===== src/rtl/hazard_unit.sv =====
// Hazard controller for the 5-stage MIPS core: operand forwarding, load-use and
// branch stalls, EX flush, and the multi-cycle mult/div occupancy sequencer.
module hazard_unit #(
    parameter int unsigned MD_LATENCY = 4,
    parameter int unsigned CNT_WIDTH  = 32
) (
    input  logic                 clk,
    input  logic                 rst,
    input  logic [4:0]           rsD,
    input  logic [4:0]           rtD,
    input  logic [4:0]           rsE,
    input  logic [4:0]           rtE,
    input  logic [4:0]           writeRegAddrE,
    input  logic [4:0]           writeRegAddrM,
    input  logic [4:0]           writeRegAddrW,
    input  logic                 regWriteE,
    input  logic                 regWriteM,
    input  logic                 regWriteW,
    input  logic                 memToRegE,
    input  logic                 memToRegM,
    input  logic                 branchD,
    input  logic                 jumpRegD,
    input  logic                 mdStartE,
    output logic [1:0]           forwardAE,
    output logic [1:0]           forwardBE,
    output logic                 forwardAD,
    output logic                 forwardBD,
    output logic                 stallF,
    output logic                 stallD,
    output logic                 stallE,
    output logic                 flushE,
    output logic                 mdBusy,
    output logic [CNT_WIDTH-1:0] stallCount
);

    typedef enum logic [1:0] {IDLE, BUSY, DONE} mdState_t;

    localparam logic [3:0] CNT_LOAD = 4'(MD_LATENCY - 1);

    mdState_t   state;
    logic [3:0] cnt;

    logic lwStall;
    logic brStall;
    logic mdStall;
    logic anyStall;
    logic hitRsD;
    logic hitRtD;

    // EX operand select: the younger producer in M takes priority over W
    function automatic logic [1:0] fwdSel(input logic [4:0] src,
                                          input logic       wrM,
                                          input logic [4:0] addrM,
                                          input logic       wrW,
                                          input logic [4:0] addrW);
        if (wrM && addrM != 5'd0 && addrM == src)
            return 2'b01;
        else if (wrW && addrW != 5'd0 && addrW == src)
            return 2'b10;
        else
            return 2'b00;
    endfunction

    // A decode compare operand is not yet available if still in EX or being loaded in M
    function automatic logic decodeHit(input logic [4:0] src,
                                       input logic       wrE,
                                       input logic [4:0] addrE,
                                       input logic       ldM,
                                       input logic [4:0] addrM);
        return (src != 5'd0) && ((wrE && addrE == src) || (ldM && addrM == src));
    endfunction

    always_comb begin
        hitRsD   = decodeHit(rsD, regWriteE, writeRegAddrE, memToRegM, writeRegAddrM);
        hitRtD   = decodeHit(rtD, regWriteE, writeRegAddrE, memToRegM, writeRegAddrM);
        lwStall  = memToRegE && regWriteE && (writeRegAddrE != 5'd0) &&
                   ((writeRegAddrE == rsD) || (writeRegAddrE == rtD));
        brStall  = (branchD || jumpRegD) && (hitRsD || (branchD && hitRtD));
        mdStall  = ((state == IDLE) && mdStartE) || (state == BUSY);
        anyStall = (lwStall || brStall || mdStall) && !rst;
    end

    always_comb begin
        forwardAE = 2'b00;
        forwardBE = 2'b00;
        forwardAD = 1'b0;
        forwardBD = 1'b0;
        stallF    = 1'b0;
        stallD    = 1'b0;
        stallE    = 1'b0;
        flushE    = 1'b0;
        mdBusy    = 1'b0;
        if (!rst) begin
            forwardAE = fwdSel(rsE, regWriteM, writeRegAddrM, regWriteW, writeRegAddrW);
            forwardBE = fwdSel(rtE, regWriteM, writeRegAddrM, regWriteW, writeRegAddrW);
            forwardAD = regWriteM && (writeRegAddrM != 5'd0) && (writeRegAddrM == rsD);
            forwardBD = regWriteM && (writeRegAddrM != 5'd0) && (writeRegAddrM == rtD);
            stallF    = anyStall;
            stallD    = anyStall;
            stallE    = mdStall;
            flushE    = (lwStall || brStall) && !mdStall;
            mdBusy    = mdStall;
        end
    end

    // Mult/div occupancy: DONE releases EX for one cycle so the same op is not restarted
    always_ff @(posedge clk or posedge rst) begin
        if (rst) begin
            state <= IDLE;
            cnt   <= 4'd0;
        end else begin
            case (state)
                IDLE: begin
                    if (mdStartE) begin
                        cnt   <= CNT_LOAD;
                        state <= (MD_LATENCY > 1) ? BUSY : DONE;
                    end
                end
                BUSY: begin
                    cnt <= cnt - 4'd1;
                    if (cnt == 4'd1)
                        state <= DONE;
                end
                DONE:    state <= IDLE;
                default: state <= IDLE;
            endcase
        end
    end

    always_ff @(posedge clk or posedge rst) begin
        if (rst)
            stallCount <= '0;
        else if (anyStall)
            stallCount <= stallCount + CNT_WIDTH'(1);
    end

endmodule


===== config.mk =====
export PLATFORM = sky130hd
export DESIGN_NAME = hazard_unit
export DESIGN_NICKNAME = d
export VERILOG_FILES = /design/src/rtl/hazard_unit.sv
export SDC_FILE = /design/constraint.sdc
export NUM_CORES = 1
export LEC_CHECK = 0
export ABC_CLOCK_PERIOD_IN_PS = 4700
export BUFFER_PORTS_ARGS = -buffer_cell sky130_fd_sc_hd__buf_2
export CORE_ASPECT_RATIO = 0.7
export CORE_UTILIZATION = 50
export DETAILED_ROUTE_END_ITERATION = 16
export PLACE_DENSITY_LB_ADDON = 0.08
export SYNTH_ARGS = -nofsm -noshare
export SYNTH_HDL_FRONTEND = slang
export SYNTH_SLANG_ARGS = --single-unit

===== constraint.sdc =====
create_clock -name clk -period 4.7 [get_ports clk]
set_input_delay 1.41 -clock clk [delete_from_list [all_inputs] [get_ports clk]]
set_output_delay 1.41 -clock clk [all_outputs]
set_load 0.01 [all_outputs]

==> impl_metrics.yaml <==
global_routing:
  grt_pass1_wl_um: 9397
  overflow: 0
  grt_pass1_vias: 1985
  antenna_found_initial: 0
  grt_start_max_net_pins: 40
  grt_usage_pct: 23.67
clock_network:
  post_cts_buffers: 0
  cts_inserted_buffers: 5
  cts-root-buf: "clkbuf_8"
  cts.sinks: 38
  clkTransAtPathRegs_ps: 80
  ctsHtreeMaxLevel: 2
  cts_resized: 0
  cts_hold_buf: 0
  insertion_delay_ps: 290
  cts_tree: "built"
  cts_buffer_depth: 2
logic_synthesis:
  synth_top_family_by_area: "simple AND/OR/NAND/NOR gates"
  synth-main-ff-cell: "dfrtp_1"
  yosys.area.top_type: "dfrtp_1"
  synth_top_area_share_pct: 38.46
  synthSimpleGateAreaFrac_pct: 26.27
  synthXorXnorAreaFrac_pct: 25.15
  synth_cells: 259
  netlist_area_um2: 2472
  synth-adder-area-share_pct: 1.518
  syn-num-nets: 307
  async_reset_ff_share_pct: 100.0
  synth-seq-cells: 38
  avgSynthCellArea_um2: 9.546
  synth.distinct_cells: 40
  synth_area_leaders: "dfrtp_1, xor2_1, xnor2_1"
  muxShareOfSynthArea_pct: 0.8603
  yosysWarnings: 0
  synth_edf_count: 0
  synth_compound_area_share_pct: 4.049
  yosysSeqAreaShare_pct: 38.46
layout:
  fin_area_um2: 3133
  area_delta_synth_final_pct: 26.72
  layout-drive-gt1-share_pct: 32.95
  n_antenna_cell: 0
  layout.nets: 393
  fin_cells: 412
route:
  vias_per_cell: 5.267
  ant_nets: 0
  vias: 2170
  drtPass1Iterations: 4
  dr_wl_met2_um: 2403
  finalWirelength_um: 5773
  wl_per_cell_um: 14.01
  remaining_drc_errors: 0
  highest_layer: "met4"
  wl_met1_um: 2970
  route.met3.wl_um: 380
  drt_iter0_markers: 79
timing:
  slew_violations: 0
  hold_viol: 0
  finClkSkew_ps: 6.696
  setup_tns_ps: 0
  maxSlewHeadroom_pct: 67.80
  rsz0062_at_grt: "false"
  setup_violations: 0
  whs_ps: 464.9
  layout_min_cycle_time_ps: 4605
  tightestPinTransition_ps: 478.6
  fmax_ghz: 0.2171
  period_share_pct: 97.98
min_path:
  hold_class: "reg -> reg"
worst_setup_path:
  worst_ep_required_time_ps: 3290
  arrival_ps: 3200
  critical_path_class: "in -> out"
  crit_fanout: 3
  start_kind: "input pin"
  worstSetupEndpointType: "output port"
placed_design:
  place_area_um2: 2980
  dp.cells: 404
  io_buffers: 87
  gp_congestion: 0.9602
  dp_hpwl_um: 4487
die:
  ios: 88
  die_area_um2: 5235
  design.core.area_um2: 4529
  die_w_um: 86.05
  num_rows: 20
  start_util_pct: 54.59
  die_y_um: 60.84
pwr:
  p_per_area_nw_per_um2: 377.7
  peakVddDrop_mv: 0.2028
  fin_total_pwr_mw: 1.183
  p_leak_nw: 1.543
run:
  cap_viol_max_count: 0
status:
  status: "completed"
==> metal layers <==
layer / vias to the layer above / track usage, %
li1: 1085 / -
met4: 0 / 5.476
met1: 1004 / 35.57
met3: 2 / 5.714
met5: - / 0
met2: 79 / 34.35
==> report_power, final <==
| part | switching, mW | total, mW | internal, mW |
|---|---|---|---|
| logic | 0.206 | 0.374 | 0.169 |
| registers | 0.0767 | 0.469 | 0.393 |
| clock network | 0.113 | 0.340 | 0.226 |
==> synth_stat cells (2+ instances only) <==
| cell | number |
|---|---|
| nand2_1 | 14 |
| xnor2_1 | 26 |
| or3_1 | 2 |
| nor4b_1 | 4 |
| or4_1 | 9 |
| nand4_1 | 7 |
| dfrtp_1 | 38 |
| a22o_1 | 2 |
| nor4_1 | 12 |
| nor3_2 | 3 |
| nor3_1 | 17 |
| buf_4 | 2 |
| and4_1 | 2 |
| nor2_1 | 14 |
| xor2_1 | 45 |
| inv_1 | 6 |
| or2_2 | 2 |
| clkbuf_1 | 8 |
| ha_1 | 3 |
| nand2b_1 | 3 |
| buf_2 | 4 |
| nor3b_1 | 5 |
| o21ai_0 | 3 |
| nand3_1 | 12 |
==> cell usage in the layout (no fill, tap or decap), types with 3 or more instances in the layout <==
master    count
nor3_1       17
nand3_1      12
buf_2        87
inv_1         6
nor3b_1       5
or4_1         8
xor2_1       45
buf_4         7
xnor2_1      26
ha_1          3
nand2_1      14
nor2_1       14
nand2b_1      3
nor4b_1       4
dfrtp_1      38
nand4_1       7
nor4_1       12
clkbuf_8      6
==> critical path: stages <==
cell and delay, ps:
buf_2 100, or4_1 540, o21ai_1 170, nor4_1 80, a2111o_1 450, nor3_4 210
nor2_1 80, buf_2 150
==> through the flow <==
stage / worst slack, ps / utilization, %
after global placement: 60.01 / 65.80
after detailed placement: 38.64 / 65.80
after global routing: 0.6568 / 69.17
after CTS: 33.26 / 68.95
after floorplan: 170.0 / -
final: 94.79 / 69.17
==> registers in the layout (all words and copies together) (netlist names) <==
signal / count
state: 2
stallCount: 32
cnt: 4
==> worst paths after layout <==
check	endpoint	from	cells after the start	slack, ps
worst max-delay path	stallD	rtD[1]	8	90
worst min-delay path	stallCount[31]$_DFFE_PP0P_	stallCount[31]$_DFFE_PP0P_	1	460
worst max register to register	stallCount[28]$_DFFE_PP0P_	stallCount[8]$_DFFE_PP0P_	7	2110
worst min register to register	stallCount[31]$_DFFE_PP0P_	stallCount[31]$_DFFE_PP0P_	1	460
max in group asynchronous	stallCount[12]$_DFFE_PP0P_	rst	3	2970
min in group asynchronous	stallCount[2]$_DFFE_PP0P_	rst	3	1400
==> final cells by class <==
class	count	area, µm²
Timing Repair Buffer	94	488.0
Inverter	6	22.52
Clock buffer	6	82.58
Tap cell	66	82.58
Clock inverter	2	60.06
Multi-Input combinational cell	200	1446
Sequential cell	38	950.9
Fill cell	386	1396
==> kinds of logic (layout without fill, tap and decap cells) <==
group,after synthesis,count (layout)
adders and majority gates,3,3
buffers and inverters,21,108
DFF,38,38
muxes,2,2
AOI/OAI and AO/OA,13,13
xor gates and xnor gates,71,71
and+or+nand+nor,111,111
Note: power is estimated with default switching activity, not from simulation.
